[src/rtl/snoop_resp_aggr_pkg.sv]
// Shared definitions for the ACE snoop-response aggregator.
//   - CRRESP bit positions and width
//   - FSM state type and state encodings
//   - clog2_min1: index/counter width helper that never returns 0
package snoop_resp_aggr_pkg;

  // CRRESP bit positions
  localparam int unsigned CrDataTransfer = 0;
  localparam int unsigned CrError        = 1;
  localparam int unsigned CrPassDirty    = 2;
  localparam int unsigned CrIsShared     = 3;
  localparam int unsigned CrWasUnique    = 4;
  localparam int unsigned CrRespW        = 5;

  // Round FSM
  typedef logic [2:0] state_t;
  localparam state_t StIdle    = 3'd0;
  localparam state_t StCollect = 3'd1;
  localparam state_t StSelect  = 3'd2;
  localparam state_t StXfer    = 3'd3;
  localparam state_t StDone    = 3'd4;

  function automatic int unsigned clog2_min1(input int unsigned n);
    return (n > 1) ? $clog2(n) : 1;
  endfunction

endpackage

[src/rtl/snoop_resp_aggr_if.sv]
// Snoop-path bundle between the snooped masters / initiator and the aggregator.
//   slave  : aggregator view (receives snoop start, CR and CD; drives readies, output
//            stream, merged response and status)
//   master : environment view (the opposite directions)
// Signals:
//   snp_start/snp_mask        round start and snooped-master mask
//   cr_valid/cr_resp/cr_ready per-master CR channel, master i at cr_resp[5i+4:5i]
//   cd_valid/cd_data/cd_last/cd_ready  per-master CD channel
//   out_valid/out_data/out_last/out_ready  selected line to the initiator
//   resp_valid/resp/no_data   merged CRRESP pulse
//   src_idx/busy/err          status
interface snoop_resp_aggr_if #(
  parameter int unsigned DATA_W      = 128,
  parameter int unsigned NUM_MASTERS = 8,
  parameter int unsigned IDX_W       = 3
);
  import snoop_resp_aggr_pkg::*;

  logic                            snp_start;
  logic [NUM_MASTERS-1:0]          snp_mask;
  logic [NUM_MASTERS-1:0]          cr_valid;
  logic [NUM_MASTERS*CrRespW-1:0]  cr_resp;
  logic [NUM_MASTERS-1:0]          cr_ready;
  logic [NUM_MASTERS-1:0]          cd_valid;
  logic [NUM_MASTERS*DATA_W-1:0]   cd_data;
  logic [NUM_MASTERS-1:0]          cd_last;
  logic [NUM_MASTERS-1:0]          cd_ready;
  logic                            out_valid;
  logic [DATA_W-1:0]               out_data;
  logic                            out_last;
  logic                            out_ready;
  logic                            resp_valid;
  logic [CrRespW-1:0]              resp;
  logic                            no_data;
  logic [IDX_W-1:0]                src_idx;
  logic                            busy;
  logic                            err;

  modport slave (
    input  snp_start, snp_mask, cr_valid, cr_resp, cd_valid, cd_data, cd_last, out_ready,
    output cr_ready, cd_ready, out_valid, out_data, out_last, resp_valid, resp, no_data,
           src_idx, busy, err
  );

  modport master (
    output snp_start, snp_mask, cr_valid, cr_resp, cd_valid, cd_data, cd_last, out_ready,
    input  cr_ready, cd_ready, out_valid, out_data, out_last, resp_valid, resp, no_data,
           src_idx, busy, err
  );

endinterface

[src/rtl/snoop_resp_aggr_prio_enc.sv]
// prio_enc: find-first-set priority encoder; the lowest set request bit wins.
//   req_i   : request vector
//   idx_o   : index of the lowest set bit (0 when none)
//   found_o : any bit set
module prio_enc
  import snoop_resp_aggr_pkg::*;
#(
  parameter int unsigned N    = 8,
  parameter int unsigned IdxW = clog2_min1(N)
) (
  input  logic [N-1:0]    req_i,
  output logic [IdxW-1:0] idx_o,
  output logic            found_o
);

  always_comb begin
    idx_o   = '0;
    found_o = |req_i;
    // Scan downwards so the last hit written is the lowest index.
    for (int i = N - 1; i >= 0; i--) begin
      if (req_i[i]) begin
        idx_o = IdxW'(i);
      end
    end
  end

endmodule

[src/rtl/snoop_resp_aggr.sv]
// snoop_resp_aggr: ACE snoop-response aggregator.
// Collects CR responses from the snooped masters, picks one data source (dirty data first,
// then lowest-index clean data), streams its CD beats through a registered output stage and
// drains the CD data of every other responder. One merged CRRESP pulse per round.
// Ports:
//   ACLK     clock
//   ARESETn  synchronous active-low reset
//   bus      snoop_resp_aggr_if.slave bundle (CR/CD per master, output stream, merged resp)
module snoop_resp_aggr
  import snoop_resp_aggr_pkg::*;
#(
  parameter int unsigned DATA_W      = 128,
  parameter int unsigned NUM_MASTERS = 8,
  parameter int unsigned BEATS       = 4,
  parameter int unsigned IDX_W       = clog2_min1(NUM_MASTERS)
) (
  input logic              ACLK,
  input logic              ARESETn,
  snoop_resp_aggr_if.slave bus
);

  localparam int unsigned    CntW     = clog2_min1(BEATS);
  localparam logic [CntW-1:0] LastBeat = CntW'(BEATS - 1);

  // State
  state_t                 state_q, state_d;
  logic [NUM_MASTERS-1:0] pending_q, pending_d;
  logic [NUM_MASTERS-1:0] has_data_q, has_data_d;
  logic [NUM_MASTERS-1:0] dirty_q, dirty_d;
  logic                   or_shared_q, or_shared_d;
  logic                   or_unique_q, or_unique_d;
  logic                   or_error_q, or_error_d;
  logic [IDX_W-1:0]       src_q, src_d;
  logic                   src_found_q, src_found_d;
  logic                   src_dirty_q, src_dirty_d;
  logic [CntW-1:0]        beat_cnt_q, beat_cnt_d;
  logic                   out_valid_q, out_valid_d;
  logic [DATA_W-1:0]      out_data_q, out_data_d;
  logic                   out_last_q, out_last_d;
  logic                   err_q, err_d;
  logic                   resp_valid_q, resp_valid_d;
  logic [CrRespW-1:0]     resp_q, resp_d;
  logic                   no_data_q, no_data_d;

  // Combinational helpers
  logic [NUM_MASTERS-1:0] cr_ready;
  logic [NUM_MASTERS-1:0] cd_ready;
  logic [CrRespW-1:0]     cr_r;
  logic                   out_free;
  logic                   src_is_last;
  logic [IDX_W-1:0]       dirty_idx, data_idx;
  logic                   dirty_found, data_found;

  prio_enc #(
    .N    (NUM_MASTERS),
    .IdxW (IDX_W)
  ) u_dirty_enc (
    .req_i   (dirty_q),
    .idx_o   (dirty_idx),
    .found_o (dirty_found)
  );

  prio_enc #(
    .N    (NUM_MASTERS),
    .IdxW (IDX_W)
  ) u_data_enc (
    .req_i   (has_data_q),
    .idx_o   (data_idx),
    .found_o (data_found)
  );

  always_comb begin
    state_d      = state_q;
    pending_d    = pending_q;
    has_data_d   = has_data_q;
    dirty_d      = dirty_q;
    or_shared_d  = or_shared_q;
    or_unique_d  = or_unique_q;
    or_error_d   = or_error_q;
    src_d        = src_q;
    src_found_d  = src_found_q;
    src_dirty_d  = src_dirty_q;
    beat_cnt_d   = beat_cnt_q;
    out_valid_d  = out_valid_q;
    out_data_d   = out_data_q;
    out_last_d   = out_last_q;
    err_d        = err_q;
    resp_valid_d = 1'b0;
    resp_d       = resp_q;
    no_data_d    = no_data_q;
    cr_ready     = '0;
    cd_ready     = '0;
    cr_r         = '0;
    out_free     = !out_valid_q || bus.out_ready;
    src_is_last  = (beat_cnt_q == LastBeat);

    case (state_q)
      StIdle: begin
        if (bus.snp_start) begin
          pending_d   = bus.snp_mask;
          has_data_d  = '0;
          dirty_d     = '0;
          or_shared_d = 1'b0;
          or_unique_d = 1'b0;
          or_error_d  = 1'b0;
          src_d       = '0;
          src_found_d = 1'b0;
          src_dirty_d = 1'b0;
          beat_cnt_d  = '0;
          err_d       = 1'b0;
          state_d     = (bus.snp_mask == '0) ? StDone : StCollect;
        end
      end

      StCollect: begin
        cr_ready = pending_q;
        for (int i = 0; i < NUM_MASTERS; i++) begin
          if (bus.cr_valid[i] && pending_q[i]) begin
            cr_r          = bus.cr_resp[CrRespW*i +: CrRespW];
            pending_d[i]  = 1'b0;
            has_data_d[i] = cr_r[CrDataTransfer];
            dirty_d[i]    = cr_r[CrDataTransfer] & cr_r[CrPassDirty];
            or_shared_d   = or_shared_d | cr_r[CrIsShared];
            or_unique_d   = or_unique_d | cr_r[CrWasUnique];
            or_error_d    = or_error_d | cr_r[CrError];
          end
        end
        if (pending_d == '0) begin
          state_d = StSelect;
        end
      end

      StSelect: begin
        if (dirty_found) begin
          src_d       = dirty_idx;
          src_found_d = 1'b1;
          src_dirty_d = 1'b1;
          state_d     = StXfer;
        end else if (data_found) begin
          src_d       = data_idx;
          src_found_d = 1'b1;
          src_dirty_d = 1'b0;
          state_d     = StXfer;
        end else begin
          state_d = StDone;
        end
      end

      StXfer: begin
        if (out_valid_q && bus.out_ready) begin
          out_valid_d = 1'b0;
        end
        for (int i = 0; i < NUM_MASTERS; i++) begin
          if (has_data_q[i]) begin
            if (IDX_W'(i) == src_q) begin
              cd_ready[i] = out_free;
              if (bus.cd_valid[i] && out_free) begin
                out_valid_d = 1'b1;
                out_data_d  = bus.cd_data[DATA_W*i +: DATA_W];
                out_last_d  = src_is_last;
                // The beat counter, not cd_last, decides where the line ends.
                if (bus.cd_last[i] != src_is_last) begin
                  err_d = 1'b1;
                end
                if (src_is_last) begin
                  has_data_d[i] = 1'b0;
                  beat_cnt_d    = '0;
                end else begin
                  beat_cnt_d = beat_cnt_q + 1'b1;
                end
              end
            end else begin
              // Non-selected responder: accept and discard until its last beat.
              cd_ready[i] = 1'b1;
              if (bus.cd_valid[i] && bus.cd_last[i]) begin
                has_data_d[i] = 1'b0;
              end
            end
          end
        end
        // Src bit already cleared and the final beat leaves the output register this cycle.
        if (has_data_q == '0 && !out_valid_d) begin
          state_d = StDone;
        end
      end

      StDone: begin
        resp_valid_d           = 1'b1;
        resp_d[CrDataTransfer] = src_found_q;
        resp_d[CrError]        = or_error_q | err_q;
        resp_d[CrPassDirty]    = src_dirty_q;
        resp_d[CrIsShared]     = or_shared_q;
        resp_d[CrWasUnique]    = or_unique_q;
        no_data_d              = !src_found_q;
        state_d                = StIdle;
      end

      default: begin
        state_d = StIdle;
      end
    endcase
  end

  always_ff @(posedge ACLK) begin
    if (!ARESETn) begin
      state_q      <= StIdle;
      pending_q    <= '0;
      has_data_q   <= '0;
      dirty_q      <= '0;
      or_shared_q  <= 1'b0;
      or_unique_q  <= 1'b0;
      or_error_q   <= 1'b0;
      src_q        <= '0;
      src_found_q  <= 1'b0;
      src_dirty_q  <= 1'b0;
      beat_cnt_q   <= '0;
      out_valid_q  <= 1'b0;
      out_data_q   <= '0;
      out_last_q   <= 1'b0;
      err_q        <= 1'b0;
      resp_valid_q <= 1'b0;
      resp_q       <= '0;
      no_data_q    <= 1'b0;
    end else begin
      state_q      <= state_d;
      pending_q    <= pending_d;
      has_data_q   <= has_data_d;
      dirty_q      <= dirty_d;
      or_shared_q  <= or_shared_d;
      or_unique_q  <= or_unique_d;
      or_error_q   <= or_error_d;
      src_q        <= src_d;
      src_found_q  <= src_found_d;
      src_dirty_q  <= src_dirty_d;
      beat_cnt_q   <= beat_cnt_d;
      out_valid_q  <= out_valid_d;
      out_data_q   <= out_data_d;
      out_last_q   <= out_last_d;
      err_q        <= err_d;
      resp_valid_q <= resp_valid_d;
      resp_q       <= resp_d;
      no_data_q    <= no_data_d;
    end
  end

  assign bus.cr_ready   = cr_ready;
  assign bus.cd_ready   = cd_ready;
  assign bus.out_valid  = out_valid_q;
  assign bus.out_data   = out_data_q;
  assign bus.out_last   = out_last_q;
  assign bus.resp_valid = resp_valid_q;
  assign bus.resp       = resp_q;
  assign bus.no_data    = no_data_q;
  assign bus.src_idx    = (state_q == StXfer) ? src_q : '0;
  assign bus.busy       = (state_q != StIdle);
  assign bus.err        = err_q;

endmodule

[src/flat_wrapper.sv]
// flat-port wrapper written by rule: the top's interface ports become plain ports
module snoop_resp_aggr_flat import snoop_resp_aggr_pkg::*;
#(
  parameter int unsigned DATA_W      = 128,
  parameter int unsigned NUM_MASTERS = 8,
  parameter int unsigned BEATS       = 4,
  parameter int unsigned IDX_W       = clog2_min1(NUM_MASTERS)
)
  (ACLK, ARESETn, bus_snp_start, bus_snp_mask, bus_cr_valid, bus_cr_resp, bus_cd_valid, bus_cd_data, bus_cd_last, bus_out_ready, bus_cr_ready, bus_cd_ready, bus_out_valid, bus_out_data, bus_out_last, bus_resp_valid, bus_resp, bus_no_data, bus_src_idx, bus_busy, bus_err);
  snoop_resp_aggr_if #(.DATA_W(DATA_W), .NUM_MASTERS(NUM_MASTERS), .IDX_W(IDX_W)) bus_i ();
  input logic ACLK;
  input logic ARESETn;
  input wire logic [$bits(bus_i.snp_start)-1:0] bus_snp_start;
  input wire logic [$bits(bus_i.snp_mask)-1:0] bus_snp_mask;
  input wire logic [$bits(bus_i.cr_valid)-1:0] bus_cr_valid;
  input wire logic [$bits(bus_i.cr_resp)-1:0] bus_cr_resp;
  input wire logic [$bits(bus_i.cd_valid)-1:0] bus_cd_valid;
  input wire logic [$bits(bus_i.cd_data)-1:0] bus_cd_data;
  input wire logic [$bits(bus_i.cd_last)-1:0] bus_cd_last;
  input wire logic [$bits(bus_i.out_ready)-1:0] bus_out_ready;
  output wire logic [$bits(bus_i.cr_ready)-1:0] bus_cr_ready;
  output wire logic [$bits(bus_i.cd_ready)-1:0] bus_cd_ready;
  output wire logic [$bits(bus_i.out_valid)-1:0] bus_out_valid;
  output wire logic [$bits(bus_i.out_data)-1:0] bus_out_data;
  output wire logic [$bits(bus_i.out_last)-1:0] bus_out_last;
  output wire logic [$bits(bus_i.resp_valid)-1:0] bus_resp_valid;
  output wire logic [$bits(bus_i.resp)-1:0] bus_resp;
  output wire logic [$bits(bus_i.no_data)-1:0] bus_no_data;
  output wire logic [$bits(bus_i.src_idx)-1:0] bus_src_idx;
  output wire logic [$bits(bus_i.busy)-1:0] bus_busy;
  output wire logic [$bits(bus_i.err)-1:0] bus_err;
  assign bus_i.snp_start = bus_snp_start;
  assign bus_i.snp_mask = bus_snp_mask;
  assign bus_i.cr_valid = bus_cr_valid;
  assign bus_i.cr_resp = bus_cr_resp;
  assign bus_i.cd_valid = bus_cd_valid;
  assign bus_i.cd_data = bus_cd_data;
  assign bus_i.cd_last = bus_cd_last;
  assign bus_i.out_ready = bus_out_ready;
  assign bus_cr_ready = bus_i.cr_ready;
  assign bus_cd_ready = bus_i.cd_ready;
  assign bus_out_valid = bus_i.out_valid;
  assign bus_out_data = bus_i.out_data;
  assign bus_out_last = bus_i.out_last;
  assign bus_resp_valid = bus_i.resp_valid;
  assign bus_resp = bus_i.resp;
  assign bus_no_data = bus_i.no_data;
  assign bus_src_idx = bus_i.src_idx;
  assign bus_busy = bus_i.busy;
  assign bus_err = bus_i.err;
  snoop_resp_aggr #(.DATA_W(DATA_W), .NUM_MASTERS(NUM_MASTERS), .BEATS(BEATS), .IDX_W(IDX_W)) u_core (.ACLK(ACLK), .ARESETn(ARESETn), .bus(bus_i));
endmodule
[config.mk]
export PLATFORM = sky130hd
export DESIGN_NAME = snoop_resp_aggr_flat
export DESIGN_NICKNAME = d
export VERILOG_FILES = /design/src/rtl/snoop_resp_aggr_pkg.sv /design/src/rtl/snoop_resp_aggr_if.sv /design/src/rtl/snoop_resp_aggr_prio_enc.sv /design/src/rtl/snoop_resp_aggr.sv /design/src/flat_wrapper.sv
export SDC_FILE = /design/constraint.sdc
export NUM_CORES = 1
export LEC_CHECK = 0
export BUFFER_PORTS_ARGS = -buffer_cell sky130_fd_sc_hd__buf_2
export CAP_MARGIN = 15
export CORE_AREA = 10 10 479 481
export CTS_CLUSTER_SIZE = 10
export DETAILED_ROUTE_END_ITERATION = 16
export DIE_AREA = 0 0 489 491
export GPL_TIMING_DRIVEN = 0
export HOLD_SLACK_MARGIN = 0.12
export SKIP_CTS_REPAIR_TIMING = 1
export SLEW_MARGIN = 20
export SYNTH_ARGS = -nofsm -noshare
export SYNTH_HDL_FRONTEND = slang
export SYNTH_SLANG_ARGS = --single-unit
[constraint.sdc]
create_clock -name ACLK -period 5.9 [get_ports ACLK]
set_input_delay 0.885 -clock ACLK [delete_from_list [all_inputs] [get_ports ACLK]]
set_output_delay 0.885 -clock ACLK [all_outputs]
set_load 0.03 [all_outputs]
* Yosys cells after proc, flatten, opt, wreduce, memory -nomap -nowiden
Index checks and enable logic that the tools add are counted.
** Cells by class
- Add/sub/neg operators :: 1
- $mul :: 0
- Divide/modulo/power cells :: 0
- Order comparisons :: 0
- Eq/ne operators :: 32
- Shifts and indexed selects :: 0
- Muxes and demuxes :: 314
- Bitwise gates (word level) :: 33
- Reductions and logical operators :: 62
** Operators with widths (count)
- 128-bit 2-to-1 mux :: 26
- 1-bit 2-to-1 mux :: 219
- 3-bit 2-to-1 mux :: 26
- 2-bit 2-to-1 mux :: 27
- 3-bit AND reduction :: 18
- 8-bit 2-to-1 mux :: 4
- 8-bit case mux with 2 select lines :: 2
- 1-bit logical AND :: 26
- 1-bit bitwise OR :: 25
- 8-bit logical NOT :: 3
- 8-bit case mux with 3 select lines :: 1
- 2-bit by 1-bit inequality test with 1-bit output, second input constant :: 10
- 8-bit OR reduction :: 2
- 3-bit equality test, first input constant :: 4
- 1-bit case mux with 2 select lines :: 6
- 3-bit case mux with 4 select lines :: 1
- 1-bit bitwise AND :: 8
- 1-bit inequality test :: 8
- 2-bit by 3-bit equality test with 1-bit output, first input constant :: 2
- 3-bit by 2-bit equality test with 1-bit output, second input constant :: 2
- 3-bit logical NOT :: 2
- 3-bit case mux with 2 select lines :: 1
- 2-bit nonzero test :: 3
- 3-bit nonzero test :: 2
- 11 further kinds :: 14
** Word-level totals
- Register bits after elaboration :: 175
- Bits in latches :: 0
- Memory bits (writable) :: 0
- ROM bits :: 0
- Input port bits :: 1100
- Output and inout bits :: 158
- Logic and storage cells :: 474
- Memories kept :: 0

* Depth between registers and ports, before layout
- Depth after elaboration :: 36
- Gate-level depth with buffers :: 10
- Gate-level depth less buffers :: 6

* By module
A second synthesis with hierarchy kept.
** Unflattened totals
- Cell total of the unflattened synthesis :: 2419
- Area, all modules :: 17400.4 um^2
** By module, submodules not included
- snoop_resp_aggr :: times used 1, cells an instance 2393, area each 17237.8 um^2, seq. area each 3503.4 um^2
- prio_enc :: times used 2, cells an instance 13, area each 81.3 um^2, seq. area each 0.0 um^2

* Worst setup path before layout
No wires, ideal clock.
- Kind :: input to output
- Start point :: input bus_out_ready
- End point :: output bus_cd_ready[1]
- Arrival :: 2.238 ns
- Required time :: 5.015 ns
- Slack :: 2.777 ns
- Stages on the path :: 5
- Path buffers :: 3
- Path through :: nand2b_1 -> clkbuf_1 -> clkbuf_1 -> clkbuf_1 -> o311a_1
** Between the ends
- Cells in the longest elaborated chain, start to end :: 4
** RTL lines
- start, declared :: RTL line flat_wrapper.sv:20 : input wire logic [$bits(bus_i.out_ready)-1:0] bus_out_ready;
- 1-bit logical OR :: RTL line snoop_resp_aggr.sv:94 : out_free = !out_valid_q || bus.out_ready;
- 1-bit 2-to-1 mux :: RTL line snoop_resp_aggr.sv:155 : if (IDX_W'(i) == src_q) begin
- 1-bit 2-to-1 mux :: RTL line snoop_resp_aggr.sv:154 : if (has_data_q[i]) begin
- 8-bit 2-to-1 mux :: RTL line snoop_resp_aggr.sv:97 : case (state_q)
- end, declared :: RTL line flat_wrapper.sv:22 : output wire logic [$bits(bus_i.cd_ready)-1:0] bus_cd_ready;
No other way between the ends.

* Worst setup path after layout
- Start point :: register u_core.src_q[1]
- End point :: register u_core.out_data_q[102] (netlist: u_core.bus.out_data[102])
** Between the ends
- Cells in the longest elaborated chain, start to end :: 26
- Elaborated cells between the ends (all ways) :: 33
- Classes of those cells :: eq/ne: 7; mux: 25; reduce/logical: 1
** RTL lines
- start, declared :: RTL line snoop_resp_aggr.sv:33 : logic [IDX_W-1:0] src_q, src_d;
- start signal, assigned :: RTL line snoop_resp_aggr.sv:232 : src_q <= src_d;
- 3-bit logical NOT :: RTL line snoop_resp_aggr.sv:155
- 128-bit 2-to-1 mux :: RTL line snoop_resp_aggr.sv:155
- 128-bit 2-to-1 mux :: RTL line snoop_resp_aggr.sv:154
- 128-bit 2-to-1 mux :: RTL line snoop_resp_aggr.sv:157 : if (bus.cd_valid[i] && out_free) begin
- 128-bit 2-to-1 mux :: RTL line snoop_resp_aggr.sv:155
- 128-bit 2-to-1 mux :: RTL line snoop_resp_aggr.sv:154
- 128-bit 2-to-1 mux :: RTL line snoop_resp_aggr.sv:157
- 128-bit 2-to-1 mux :: RTL line snoop_resp_aggr.sv:155
- [10 not listed]
- 128-bit 2-to-1 mux :: RTL line snoop_resp_aggr.sv:155
- 128-bit 2-to-1 mux :: RTL line snoop_resp_aggr.sv:154
- 128-bit 2-to-1 mux :: RTL line snoop_resp_aggr.sv:157
- 128-bit 2-to-1 mux :: RTL line snoop_resp_aggr.sv:155
- 128-bit 2-to-1 mux :: RTL line snoop_resp_aggr.sv:154
- 128-bit 2-to-1 mux :: RTL line snoop_resp_aggr.sv:157
- 128-bit 2-to-1 mux :: RTL line snoop_resp_aggr.sv:155
- 128-bit 2-to-1 mux * :: RTL line snoop_resp_aggr.sv:154
- end signal, assigned :: RTL line snoop_resp_aggr.sv:237 : out_data_q <= out_data_d;
- end, declared :: RTL line snoop_resp_aggr.sv:38 : logic [DATA_W-1:0] out_data_q, out_data_d;
Mark *: on every way between the ends. The rest lies on a longest branch, timed or not. The select of a mux whose other input is x is not followed.
A chain may end at the register's enable or synchronous reset.

==> summary.md <==
| Metric | Value |
|---|---|
| Placed cells | `between 6000 and 7000` |
| Final setup violation count | `0` |
| Post-synth top area cell | `dfxtp_1` |
| Tot GR Track Use | `24.6%` |
| Ys flop type | `dfxtp_1` |
| Area Overhead vs Synth | `64.3%` |
| Peak supply drop | `~0.00027 V` |
| Initial DRC Count | `around 3800` |
| Clock Sink Count | `around 180` |
| Wire length of the first global-routing pass | `roughly 380000 µm` |
| CTS tree | `built` |
| Synth top area share | `19.8%` |
| Syn. warnings | `0` |
| FF/Latch Area | `between 0.003 and 0.004 mm²` |
| Buffers on Ports | `between 1000 and 1500` |
| GRT overflow | `0` |
| Routed WL | `around 310000 µm` |
| Number of global-route vias before repair | `31176` |
| Die height | `roughly 490 µm` |
| Area after DPL | `between 0.02 and 0.03 mm²` |
| Largest net degree at the start of global routing | `24` |
| Sw Pwr | `around 1.4 mW` |
| Worst path arrival time | `5.26 ns` |
| Core Region | `around 0.22 mm²` |
| Cell Area, Synth | `0.0177 mm²` |
| Power share of the clock group | `42.9%` |
| Row count | `around 170` |
| Critical path data required time | `6.34 ns` |
| Starting Density | `8.08%` |
| Num CTS Buffers | `17` |
| FFs w/ async S/R, synth | `0%` |
| Final WS setup | `~1.1 ns` |
| Leak Pwr | `10.6 nW` |
| DP HPWL | `roughly 280000 µm` |
| Syn Area/Cell | `6.63 µm²` |
| Pwr Density | `between 100 and 150 mW/mm²` |
| Internal Power | `between 2 and 2.5 mW` |
| Finished Layout Cells | `between 7000 and 8000` |
| # fillers | `26015` |
| Setup Crit Path Kind | `flop to flop` |
| RSZ-0062 raised after global routing | `false` |
| Post-route cell area | `0.0291 mm²` |
| DIE AREA | `roughly 0.24 mm²` |
| Tmin final | `around 4.8 ns` |
| Initial antenna violation count | `403` |
| CP Cell Sequence | `clkbuf_2 -> clkinv_1 -> nand2_1 -> buf_2 -> clkbuf_2 -> clkbuf_1 -> o22ai_1 -> o221ai_1 -> o21ai_0` |
| DR pass1 iterations | `6` |
| Fin crit share | `about four fifths` |
| Commonest non-fill, non-tap cells in the layout | `buf_2, a21oi_1, o21ai_0, clkbuf_1, o22ai_1` |
| Synthesized instance count | `2674` |
| Setup TNS | `0 ns` |
| CP max stage cell | `clkbuf_1` |
| Worst Skew | `around 0.039 ns` |
| Logic pwr share | `22.8%` |
| Worst-path clk slew | `~0.12 ns` |
| Clk Latency, worst-skew pair | `between 0.5 and 0.6 ns` |
| CP delay by family, top | `buffers and inverters` |
| Hold WC Path Type | `flop to flop` |
| Crit path launch type | `flop` |
| Slew Limit Fails | `0` |
| Routed via count | `33036` |
| Share of layout cells above drive strength 1 | `between 30 and 40%` |
| Fin. Hold Viols | `0` |
| Status | `complete, no violations` |
| Total power | `~3.5 mW` |
| Nets@finish | `5065` |
| CTS max path bufs | `2` |
| Critical path buffer and inverter count | `5` |
| MaxCap Viol Count | `0` |
| I/O Pins | `1258` |
| Most frequent CP cell | `clkbuf_2` |
| Most common cell after layout, fill and taps aside | `buf_2` |
| Avg Vias per Cell | `4.69` |
| Multi-input logic area | `0.0128 mm²` |
| Sw frac | `between 30 and 40%` |
| Synth Register Bits | `between 150 and 200` |
| Routability cong. | `1.03` |
| Seq pwr share | `between 30% and 40%` |
| Wire per inst | `44.5 µm` |
| Seq/Total Area, Yosys | `19.8%` |
| Unique masters post-synth | `a little over 60` |
| Max frequency | `between 200 and 250 MHz` |
| Pre-CTS setup slack | `~0.47 ns` |
| Area contributors post-synth | `dfxtp_1, a21oi_1, o21ai_0` |
| Slew Limit Headroom | `between 20% and 30%` |
| Die Width | `just under 500 µm` |
| DR DRC count | `0` |
| Worst Setup End Kind | `flop` |
| Worst path max stage delay | `~0.87 ns` |
| Post-synth EDFFs | `0` |
| Core Util, Final | `roughly an eighth` |
| Root buffer selected by CTS | `clkbuf_16` |
| WHS | `approximately 0.46 ns` |
| H-tree lvl count | `4` |
| Measured slew at the worst slew-check pin | `between 1 and 1.5 ns` |
| Max FO, Critical Path | `10` |
| Synth Net Count | `3775` |
| Routed Antenna Nets | `0` |
[state kept, by name (all words and copies together), names as in the netlist, 2 cells and up]
register             flops
u_core.pending_q         8
u_core.src_q             3
u_core.dirty_q           8
u_core.state_q           3
u_core.has_data_q        8
u_core.beat_cnt_q        2
u_core.bus.resp          5
u_core.bus.out_data    128
[per-layer routing]
metal  GRT usage (%)  part of all wire [%]
met2            38.8                    44
met1            27.5                    36
met4            14.8                   7.0
met5               0                  0.39
met3            10.3                    12
[cells in the mapped netlist (8+ instances only)]
cell	count
a22oi_1	141
a32oi_1	12
nor2_1	58
buf_2	29
clkbuf_1	308
dfxtp_1	175
inv_1	16
a21oi_1	550
o22ai_1	260
nand3_1	11
a2bb2oi_1	127
nand2_1	61
o21ai_0	504
o21a_1	128
o221ai_1	128
nand2b_1	9
o31ai_1	9
o21ai_1	42
nor3_1	8
buf_1	11
[final cells by class]
type | instances | area share, %
Antenna cell | 200 | 1.72
Buffer | 349 | 4.76
Clock buffer | 17 | 1.46
Clock inverter | 15 | 0.756
Inverter | 18 | 0.232
Multi-Input combinational cell | 2132 | 44.0
Sequential cell | 175 | 12.0
Tap cell | 2871 | 12.3
Timing Repair Buffer | 1271 | 22.7
[worst min-delay path: cells and delay by family, from the launching register on]
family | cells | cell delay (ns)
flip-flops | 1 | 0.33
AND/OR/NAND/NOR | 1 | 0.05
AO/OA/AOI/OAI | 1 | 0.05
[kinds of logic after synthesis]
group | count (synthesis) | synth area share [%]
buffers and inverters | 367 | 7.98
and+or+nand+nor | 194 | 5.27
AOI/OAI and AO/OA | 1933 | 66.7
adders and majority gates | 1 | 0.0706
DFF | 175 | 19.8
muxes | 2 | 0.113
xor gates and xnor gates | 2 | 0.0988
[worst paths after layout]
kind	start	to	slack [ns]	cells past startpoint
hold / removal	u_core.bus.resp[3]$_SDFFE_PN0P_	u_core.bus.resp[3]$_SDFFE_PN0P_	0.46	2
hold reg to reg	u_core.bus.resp[3]$_SDFFE_PN0P_	u_core.bus.resp[3]$_SDFFE_PN0P_	0.46	2
setup reg to reg	u_core.src_q[1]$_SDFFE_PN0P_	u_core.bus.out_data[102]$_SDFFE_PN0P_	1.08	9
setup / recovery	u_core.src_q[1]$_SDFFE_PN0P_	u_core.bus.out_data[102]$_SDFFE_PN0P_	1.08	9
[power groups by stage]
| stage | registers [mW] | clock network (mW) | logic [mW] |
|---|---|---|---|
| detailed placement | 1.23 | 0 | 0.780 |
| global route | 1.21 | 1.58 | 0.831 |
| floorplan | 1.23 | 0 | 0.149 |
| finish | 1.21 | 1.50 | 0.800 |
| global placement | 1.23 | 0 | 0.779 |
| CTS | 1.21 | 1.57 | 0.785 |
Power figures use the tool's default switching activity.
